==> src/rtl/uart_pkg.sv <==
// Shared types and defaults for the UART receive path.
package uart_pkg;

    localparam int unsigned UART_RX_OVS_DEFAULT = 16;
    localparam int unsigned UART_DATA_W_MAX     = 9;

    typedef enum logic [2:0] {ParNone, ParEven, ParOdd, ParMark, ParSpace} uart_parity_e;

    typedef enum logic [2:0] {
        StIdle, StStart, StData, StParity, StStop, StBrkWait
    } uart_rx_state_e;

    // Raw parity_mode encodings 5..7 are reserved and behave as no parity.
    function automatic uart_parity_e decode_parity(input logic [2:0] mode);
        case (mode)
            3'd1:    return ParEven;
            3'd2:    return ParOdd;
            3'd3:    return ParMark;
            3'd4:    return ParSpace;
            default: return ParNone;
        endcase
    endfunction

endpackage

==> src/rtl/uart_baud_tick.sv <==
// Oversample tick generator: one tick every max(div_i,1) clocks, realigned by restart_i.
module uart_baud_tick #(
    parameter int unsigned DivW = 16
) (
    input  logic            clk_i,
    input  logic            rst_i,
    input  logic            restart_i,
    input  logic [DivW-1:0] div_i,
    output logic            tick_o
);

    logic [DivW-1:0] cnt_q, cnt_d, reload;

    always_comb begin
        reload = (div_i == '0) ? '0 : div_i - DivW'(1);
        tick_o = 1'b0;
        cnt_d  = cnt_q;
        if (restart_i) begin
            cnt_d = reload;
        end else if (cnt_q == '0) begin
            tick_o = 1'b1;
            cnt_d  = reload;
        end else begin
            cnt_d = cnt_q - DivW'(1);
        end
    end

    always_ff @(posedge clk_i) begin
        if (rst_i) cnt_q <= '0;
        else       cnt_q <= cnt_d;
    end

endmodule

==> src/rtl/uart_rx_core_param.sv <==
// Parametrised UART receiver: rx synchroniser, majority-vote frame FSM, break detection and a
// valid/ready holding register with overrun reporting.
module uart_rx_core_param
    import uart_pkg::*;
#(
    parameter int unsigned DATA_W_MAX  = UART_DATA_W_MAX,
    parameter int unsigned OVS         = UART_RX_OVS_DEFAULT,
    parameter int unsigned BAUD_DIV_W  = 16,
    parameter int unsigned SYNC_STAGES = 2,
    localparam int unsigned LenW       = $clog2(DATA_W_MAX + 1)
) (
    input  logic                  clk_i,
    input  logic                  rst_i,
    input  logic                  en_i,
    input  logic [BAUD_DIV_W-1:0] baud_div_i,
    input  logic [LenW-1:0]       data_len_i,
    input  logic [2:0]            parity_mode_i,
    input  logic                  stop2_i,
    input  logic                  rx_i,
    output logic [DATA_W_MAX-1:0] rx_data_o,
    output logic                  rx_valid_o,
    input  logic                  rx_ready_i,
    output logic                  parity_err_o,
    output logic                  frame_err_o,
    output logic                  break_o,
    output logic                  overrun_o,
    output logic                  busy_o
);

    localparam int unsigned OvsW = $clog2(OVS);
    localparam logic [OvsW-1:0] TapA    = OvsW'(OVS / 2 - 1);
    localparam logic [OvsW-1:0] TapB    = OvsW'(OVS / 2);
    localparam logic [OvsW-1:0] TapC    = OvsW'(OVS / 2 + 1);
    localparam logic [OvsW-1:0] OvsLast = OvsW'(OVS - 1);
    localparam logic [LenW-1:0] LenMin  = LenW'(5);
    localparam logic [LenW-1:0] LenMax  = LenW'(DATA_W_MAX);

    logic [SYNC_STAGES-1:0] sync_q;
    logic                   rx_prev_q, rx_s, tick, start_edge, vote_now, vote, par_exp;
    uart_rx_state_e         state_q, state_d;
    logic [OvsW-1:0]        ovs_q, ovs_d, ovs_next;
    logic [1:0]             taps_q, taps_d;
    logic [LenW-1:0]        bit_q, bit_d, len_q, len_d, len_in;
    logic [DATA_W_MAX-1:0]  shreg_q, shreg_d, data_q, data_d;
    uart_parity_e           par_q, par_d;
    logic stop2_q, stop2_d, stop_idx_q, stop_idx_d, stop1_q, stop1_d, stop1_eff;
    logic par_bit_q, par_bit_d, perr_q, perr_d, ferr_q, ferr_d;
    logic complete, frame_done, is_break, deliver, load;
    logic valid_q, valid_d, hperr_q, hperr_d, hferr_q, hferr_d;
    logic break_q, break_d, overrun_q, overrun_d;

    uart_baud_tick #(
        .DivW(BAUD_DIV_W)
    ) u_baud_tick (
        .clk_i    (clk_i),
        .rst_i    (rst_i),
        .restart_i(start_edge),
        .div_i    (baud_div_i),
        .tick_o   (tick)
    );

    assign rx_s       = sync_q[SYNC_STAGES-1];
    assign start_edge = en_i & rx_prev_q & ~rx_s & (state_q == StIdle);
    assign ovs_next   = (ovs_q == OvsLast) ? '0 : ovs_q + OvsW'(1);
    assign vote_now   = tick & (ovs_next == TapC);
    assign vote       = (taps_q[0] & taps_q[1]) | (taps_q[0] & rx_s) | (taps_q[1] & rx_s);
    assign len_in     = (data_len_i < LenMin) ? LenMin :
                        (data_len_i > LenMax) ? LenMax : data_len_i;
    // With two stop bits the break decision still looks at the first one.
    assign stop1_eff  = stop_idx_q ? stop1_q : vote;
    assign is_break   = (shreg_q == '0) & ((par_q == ParNone) | ~par_bit_q) & ~stop1_eff;
    assign frame_done = complete & en_i;

    always_comb begin
        par_exp = 1'b0;
        unique case (par_q)
            ParEven: par_exp = ^shreg_q;
            ParOdd:  par_exp = ~^shreg_q;
            ParMark: par_exp = 1'b1;
            default: par_exp = 1'b0;
        endcase
    end

    always_comb begin
        state_d    = state_q;
        ovs_d      = ovs_q;
        taps_d     = taps_q;
        bit_d      = bit_q;
        shreg_d    = shreg_q;
        len_d      = len_q;
        par_d      = par_q;
        stop2_d    = stop2_q;
        stop_idx_d = stop_idx_q;
        stop1_d    = stop1_q;
        par_bit_d  = par_bit_q;
        perr_d     = perr_q;
        ferr_d     = ferr_q;
        complete   = 1'b0;
        if (tick && state_q != StIdle) begin
            ovs_d = ovs_next;
            if (ovs_next == TapA) taps_d[0] = rx_s;
            if (ovs_next == TapB) taps_d[1] = rx_s;
        end
        unique case (state_q)
            StIdle: begin
                if (start_edge) begin
                    state_d    = StStart;
                    ovs_d      = '0;
                    bit_d      = '0;
                    shreg_d    = '0;
                    stop_idx_d = 1'b0;
                    par_bit_d  = 1'b0;
                    perr_d     = 1'b0;
                    ferr_d     = 1'b0;
                    len_d      = len_in;
                    par_d      = decode_parity(parity_mode_i);
                    stop2_d    = stop2_i;
                end
            end
            StStart: if (vote_now) state_d = vote ? StIdle : StData;
            StData: begin
                if (vote_now) begin
                    shreg_d[bit_q] = vote;
                    bit_d          = bit_q + LenW'(1);
                    if (bit_q == len_q - LenW'(1)) state_d = (par_q == ParNone) ? StStop : StParity;
                end
            end
            StParity: begin
                if (vote_now) begin
                    par_bit_d = vote;
                    perr_d    = (vote != par_exp);
                    state_d   = StStop;
                end
            end
            StStop: begin
                if (vote_now) begin
                    if (!vote) ferr_d = 1'b1;
                    if (!stop_idx_q) stop1_d = vote;
                    if (stop2_q && !stop_idx_q) begin
                        stop_idx_d = 1'b1;
                    end else begin
                        complete = 1'b1;
                        state_d  = is_break ? StBrkWait : StIdle;
                    end
                end
            end
            StBrkWait: if (tick && rx_s) state_d = StIdle;
            default:   state_d = StIdle;
        endcase
        if (!en_i) state_d = StIdle;
    end

    always_comb begin
        deliver   = frame_done & ~is_break;
        load      = deliver & (~valid_q | rx_ready_i);
        valid_d   = load | (valid_q & ~rx_ready_i);
        data_d    = load ? shreg_q : data_q;
        hperr_d   = load ? perr_q : hperr_q;
        hferr_d   = load ? (ferr_q | ~vote) : hferr_q;
        break_d   = frame_done & is_break;
        overrun_d = deliver & ~load;
    end

    always_ff @(posedge clk_i) begin
        if (rst_i) begin
            sync_q     <= '1;
            rx_prev_q  <= 1'b1;
            state_q    <= StIdle;
            ovs_q      <= '0;
            taps_q     <= '0;
            bit_q      <= '0;
            shreg_q    <= '0;
            len_q      <= LenMin;
            par_q      <= ParNone;
            stop2_q    <= 1'b0;
            stop_idx_q <= 1'b0;
            stop1_q    <= 1'b0;
            par_bit_q  <= 1'b0;
            perr_q     <= 1'b0;
            ferr_q     <= 1'b0;
            data_q     <= '0;
            valid_q    <= 1'b0;
            hperr_q    <= 1'b0;
            hferr_q    <= 1'b0;
            break_q    <= 1'b0;
            overrun_q  <= 1'b0;
        end else begin
            sync_q     <= {sync_q[SYNC_STAGES-2:0], rx_i};
            rx_prev_q  <= rx_s;
            state_q    <= state_d;
            ovs_q      <= ovs_d;
            taps_q     <= taps_d;
            bit_q      <= bit_d;
            shreg_q    <= shreg_d;
            len_q      <= len_d;
            par_q      <= par_d;
            stop2_q    <= stop2_d;
            stop_idx_q <= stop_idx_d;
            stop1_q    <= stop1_d;
            par_bit_q  <= par_bit_d;
            perr_q     <= perr_d;
            ferr_q     <= ferr_d;
            data_q     <= data_d;
            valid_q    <= valid_d;
            hperr_q    <= hperr_d;
            hferr_q    <= hferr_d;
            break_q    <= break_d;
            overrun_q  <= overrun_d;
        end
    end

    assign rx_data_o    = data_q;
    assign rx_valid_o   = valid_q;
    assign parity_err_o = hperr_q;
    assign frame_err_o  = hferr_q;
    assign break_o      = break_q;
    assign overrun_o    = overrun_q;
    assign busy_o       = (state_q != StIdle);

endmodule

==> config.mk <==
export PLATFORM = sky130hd
export DESIGN_NAME = uart_rx_core_param
export DESIGN_NICKNAME = d
export VERILOG_FILES = /design/src/rtl/uart_pkg.sv /design/src/rtl/uart_baud_tick.sv /design/src/rtl/uart_rx_core_param.sv
export SDC_FILE = /design/constraint.sdc
export NUM_CORES = 1
export LEC_CHECK = 0
export ABC_AREA = 0
export ABC_CLOCK_PERIOD_IN_PS = 6300
export BUFFER_PORTS_ARGS = -buffer_cell sky130_fd_sc_hd__buf_4
export CAP_MARGIN = 20
export CORE_MARGIN = 10
export CORE_UTILIZATION = 55
export CTS_BUF_LIST = sky130_fd_sc_hd__clkbuf_4
export CTS_CLUSTER_SIZE = 16
export DETAILED_ROUTE_END_ITERATION = 10
export HOLD_SLACK_MARGIN = 0.02
export PLACE_DENSITY = 0.76
export RECOVER_POWER = 25
export SYNTH_ARGS = -nofsm -noshare
export SYNTH_HDL_FRONTEND = slang
export SYNTH_SLANG_ARGS = --single-unit
==> constraint.sdc <==
create_clock -name clk_i -period 6.3 [get_ports clk_i]
set_input_delay 0 -clock clk_i [delete_from_list [all_inputs] [get_ports clk_i]]
set_output_delay 0 -clock clk_i [all_outputs]
set_load 0.01 [all_outputs]
==> results of run 1 <==
[what timing repair did]
action | CTS | global route
hold buffers | 28 | 0
setup endpoints to repair | 0 | 0
endpoints found under the hold margin | 28 | 0
[routing by layer]
layer  up-vias  part of all wire (%)  routed length (µm)
met3        14                   3.5                 306
met1      1529                    47                4090
met2        70                    48                4170
li1       1738                     -                   -
met5         -                     0                   0
met4         0                   2.2                 195
[through the flow]
| stage | area, µm² | std cells |
|---|---|---|
| after floorplan | 3930 | 458 |
| after global placement | 4280 | 579 |
| after detailed placement | 4280 | 579 |
| after CTS | 4720 | 623 |
| after global routing | 4670 | 624 |
| final | 4670 | 624 |
[critical path, cell delays in order (launching register included)]
cell and delay, ps:
dfxtp_1 550, and4bb_1 290, and2_0 430, nor2_1 970, nor2_1 470, a22oi_1 300, nor2_1 60
[worst paths after layout]
kind / from / end / slack, ps / depth (start not counted)
min: rst_i / rx_data_o[1]$_SDFFE_PP0P_ / 40 / 2
max reg2reg: state_q[2]$_SDFFE_PP0P_ / u_baud_tick.cnt_q[14]$_SDFF_PP0_ / 3100 / 6
max: state_q[2]$_SDFFE_PP0P_ / u_baud_tick.cnt_q[14]$_SDFF_PP0_ / 3100 / 6
min reg2reg: sync_q[0]$_SDFF_PP1_ / sync_q[1]$_SDFF_PP1_ / 430 / 1
[power by group through the flow]
stage / Combinational, mW / Clock (mW) / Sequential (mW)
3_3_place_gp: 0.304 / 0 / 0.508
4_1_cts: 0.326 / 0.328 / 0.500
2_1_floorplan: 0.249 / 0 / 0.504
5_1_grt: 0.370 / 0.347 / 0.507
3_5_place_dp: 0.309 / 0 / 0.510
6_report: 0.327 / 0.322 / 0.500
[flip-flops by register name, indices dropped and copies added, names as in the netlist, 2 cells and up]
name	cells
state_q	3
bit_q	4
u_baud_tick.cnt_q	16
rx_data_o	9
par_q	3
ovs_q	4
taps_q	2
sync_q	2
shreg_q	9
len_q	4
[placed cells by master (no fill, tap or decap), types with 3 or more instances in the layout]
| cell | Yosys | layout |
|---|---|---|
| buf_4 | 0 | 27 |
| nand4b_1 | 3 | 3 |
| clkbuf_1 | 15 | 15 |
| o21ai_0 | 12 | 12 |
| nor2_1 | 68 | 68 |
| nand2b_1 | 5 | 5 |
| a21oi_1 | 24 | 24 |
| clkbuf_4 | 0 | 10 |
| and2_1 | 4 | 3 |
| nor4_1 | 8 | 8 |
| nor3_1 | 18 | 18 |
| nor3b_1 | 3 | 3 |
| xnor2_1 | 15 | 15 |
| ha_1 | 16 | 16 |
| nand3_1 | 9 | 9 |
| or2_2 | 3 | 3 |
| a21o_1 | 17 | 17 |
| a22oi_1 | 15 | 15 |
| inv_1 | 24 | 24 |
| nand2_1 | 30 | 30 |
| dlygate4sd3_1 | 0 | 28 |
| a211oi_1 | 9 | 9 |
| mux2i_1 | 14 | 14 |
| xor2_1 | 23 | 23 |
| nor2b_1 | 5 | 5 |
| dfxtp_1 | 68 | 68 |
| clkinvlp_4 | 0 | 3 |
| nand3b_1 | 5 | 5 |
[kinds of logic after synthesis]
kind of cell / Yosys count / synth area share, %
simple gates: 183 / 25.9
compound gates: 94 / 16.6
flops: 68 / 34.7
buf+inv: 42 / 4.49
xor+xnor: 39 / 9.05
fa+ha+maj: 17 / 5.35
mux: 15 / 3.86
[layout make-up]
cell class | instances | area (µm²) | share of cell area (%)
multi-input combinational | 348 | 2390 | 51.2
timing repair buffer | 71 | 547 | 11.7
tap | 96 | 120 | 2.57
clock inverter | 7 | 91.3 | 1.96
sequential | 68 | 1360 | 29.2
clock buffer | 9 | 67.6 | 1.45
antenna | 1 | 2.50 | 0.0536
inverter | 24 | 90.1 | 1.93
==> out/qor.csv, run 1 <==
metric;value;unit
Die ar.;0.0109;mm²
number of synthesized flops with an enable pin;0;
Reg clk slew, reported paths;120;ps
Total Negative Setup Slacks;0;ps
met1 usage;19.2;%
Main synth FF type;dfxtp_1;
switching share of power;32.8;%
layout cells sized above 1;11.8;%
initial antenna violation count;1;
maxcap violations;0;
Post-Syn Area per Cell;8.57;µm²
clock power share;28.0;%
hold slack;42.6;ps
core area;0.00687;mm²
Top Usage Layer GRT;met2;
vias in the first global route;3345;
power density over the cells;246;mW/mm²
CTS Buf Count;9;
CTS max path bufs;2;
maximum operating frequency;0.312;GHz
Yosys top cell area share;34.7;%
Clock Root Buffer;clkbuf_4;
setup violators final;0;
H-tree depth;3;
Post-Syn Nets;503;
final core occ;68.0;%
Buffers on Ports;43;
Crit Path Max Fanout;18;
final hold violations;0;
critical path data arrival time;3490;ps
Sw Pwr;0.377;mW
pin count of the biggest net entering global routing;56;
Die Y-Extent;104;µm
Synth top cells by count;dfxtp_1, nor2_1, nand2_1;
HP Class;in -> reg;
GRT Total Usage;16.3;%
vias per cell;5.37;
status;finished, final reports clean;
Least-Margin Pin Slew;1100;ps
met3 Usage GRT;3.72;%
dpl ws;3290;ps
# clock sinks;68;
CP Capture Type;flip-flop;
async set or reset register ratio after synthesis;0;%
top cell type by total area after synthesis;dfxtp_1;
fin crit share;50.8;%
fillers;575;
leakage;1.85;nW
startpoint types;flip-flop;
Mapped Cells;458;
Rel. slew slack;26.1;%
total grt overflow;0;
peak supply drop;0.129;mV
Post-Syn Area;0.00393;mm²
first-pass GRT wire length;15200;µm
Comb pwr share;28.5;%
Rows;30;
Crit Path Class;reg -> reg;
Via Count;3351;
antenna-violating nets left;0;
CP required;6590;ps
sequential share of the synthesized area;34.7;%
die span in x;104;µm
Int Power;0.772;mW
Top Ports;44;
Worst-Skew Late Latency;420;ps
Clock Skews;17.8;ps
Area contributors post-synth;dfxtp_1, nor2_1, xor2_1;
Final WS setup;3100;ps
Placer Congestion;0.870;
yosys warns;0;
drt total wl;8760;µm
CTS tree;built;
met2 Resource Use GR;27.4;%
Netlist cell types;58;
post-CTS sizing;0;
fin nets;567;
Layout area overhead;18.9;%
Routed WL per cell;14.0;µm
First DRT Iteration DRCs;113;
DRC viols;0;
sequential share of power;43.5;%
Initial Util;57.2;%
Overall Power;1.15;mW
Yosys reg bits;68;
number of setup buffers added after CTS;0;
RSZ-0062 raised after global routing;false;
Detailed Routing Iterations Pass 1;4;
Post-DP HPWL;6200;µm
Final Max Slew Viols;0;
min cycle time layout;3200;ps
Power figures use the tool's default switching activity.
==> run 2, diff against run 1 <==
--- a/config.mk
+++ b/config.mk
@@ -6,7 +6,7 @@
 export NUM_CORES = 1
 export LEC_CHECK = 0
 export ABC_AREA = 0
-export ABC_CLOCK_PERIOD_IN_PS = 6300
+export ABC_CLOCK_PERIOD_IN_PS = 3000
 export BUFFER_PORTS_ARGS = -buffer_cell sky130_fd_sc_hd__buf_4
 export CAP_MARGIN = 20
 export CORE_MARGIN = 10
==> constraint.sdc (replaced) <==
create_clock -name clk_i -period 3 [get_ports clk_i]
set_input_delay 0 -clock clk_i [delete_from_list [all_inputs] [get_ports clk_i]]
set_output_delay 0 -clock clk_i [all_outputs]
set_load 0.01 [all_outputs]
==> run 2 against run 1 <==
- core utilization grew 0.073 points
- sequential power grew 110%
- critical path depth grew 1
==> out/qor.csv, run 2 (synthesized netlist as in run 1, its figures left out) <==
metric;value;unit
status;finished, final reports clean;
CP Capture Type;flip-flop;
RSZ-0062 raised after global routing;false;
peak supply drop;0.326;mV
dpl cell area;0.00431;mm²
Reg clk slew, reported paths;110;ps
CTS tree;built;
Crit Path Class;reg -> reg;
GRT Total Usage;16.8;%
power density over the cells;535;mW/mm²
total grt overflow;0;
Buffers on Ports;43;
Die Y-Extent;104;µm
Layout area overhead;19.0;%
Worst-Skew Late Latency;420;ps
startpoint types;flip-flop;
drt total wl;9030;µm
Rel. slew slack;35.1;%
vias in the first global route;3414;
Placer Congestion;0.827;
initial antenna violation count;0;
antenna-violating nets left;0;
Die ar.;0.0109;mm²
largest register by flop count;u_baud_tick.cnt_q;
dpl ws;536;ps
Crit Path Max Fanout;7;
layout cells sized above 1;12.0;%
Total Negative Setup Slacks;0;ps
maxcap violations;0;
pin count of the biggest net entering global routing;56;
First DRT Iteration DRCs;93;
min cycle time layout;2530;ps
H-tree depth;3;
CP required;3380;ps
Finished Cell Area;0.00467;mm²
Post-DP HPWL;6420;µm
Detailed Routing Iterations Pass 1;4;
ant diodes;0;
number of setup buffers added after CTS;0;
# clock sinks;68;
first-pass GRT wire length;15800;µm
DRC viols;0;
core area;0.00687;mm²
Clock Skews;9.77;ps
fin crit share;84.3;%
Rows;30;
Initial Util;57.2;%
Top Ports;44;
fin nets;567;
vias per cell;5.44;
Final WS setup;471;ps
Via Count;3389;
maximum operating frequency;0.395;GHz
HP Class;in -> reg;
die span in x;104;µm
Routed WL per cell;14.5;µm
CTS Buf Count;9;
critical path data arrival time;2910;ps
final hold violations;0;
Clock Root Buffer;clkbuf_4;
Final Max Slew Viols;0;
leakage;1.87;nW
CTS max path bufs;2;
Least-Margin Pin Slew;948;ps
highest-count cells in the layout ignoring fill and taps;nor2_1, dfxtp_1, nand2_1, buf_4, dlygate4sd3_1;
max reg flops;16;
setup violators final;0;
run 2: layout make-up:
| type | instances | area, µm² |
|---|---|---|
| Clock buffer | 10 | 75.1 |
| Clock inverter | 6 | 103 |
| Fill cell | 583 | 2200 |
| Inverter | 24 | 90.1 |
| Multi-Input combinational cell | 348 | 2390 |
| Sequential cell | 68 | 1360 |
| Tap cell | 96 | 120 |
| Timing Repair Buffer | 71 | 536 |
run 2: repair_timing:
item / in CTS / in global routing
endpoints found under the hold margin: 26 / 0
gates resized for setup: 0 / 0
hold buffers: 25 / 0
run 2: critical path, stage by stage (launching register included):
cell	delay, ps
dfxtp_1	380
ha_1	270
nor3b_1	340
a21oi_1	200
nor4b_4	460
nand3_1	120
a21oi_1	170
dlygate4sd3_1	560
run 2: routing by layer:
metal  part of all wire, %  GRT usage, %
met4                   1.7          6.96
met2                    50          29.7
met3                   3.1          2.79
met5                     0             0
met1                    45          19.4
run 2: path summary, 6_finish.rpt:
check                       startpoint                    end  slack (ps)  cells after the start
setup / recovery   ovs_q[0]$_SDFF_PP0_  rx_valid_o$_SDFF_PP0_         470                      7
hold / removal           data_len_i[1]  len_q[1]$_SDFFE_PP0P_          30                      5
setup reg to reg   ovs_q[0]$_SDFF_PP0_  rx_valid_o$_SDFF_PP0_         470                      7
hold reg to reg   sync_q[0]$_SDFF_PP1_   sync_q[1]$_SDFF_PP1_         430                      1
run 2: stage by stage:
stage	cells	utilization, %	hold slack (ps)	total power [mW]
final	623	68.0	34.1	2.50
after global routing	623	68.0	71.0	2.63
after CTS	623	68.9	29.9	2.51
after detailed placement	582	62.7	188	1.73
after global placement	582	62.7	184	1.72
after floorplan	458	-	104	1.58
run 2: where the power goes:
group	switching, mW	internal (mW)	total [mW]
Combinational	0.366	0.328	0.693
Clock	0.332	0.425	0.756
Sequential	0.0815	0.970	1.05
Total	0.779	1.72	2.50
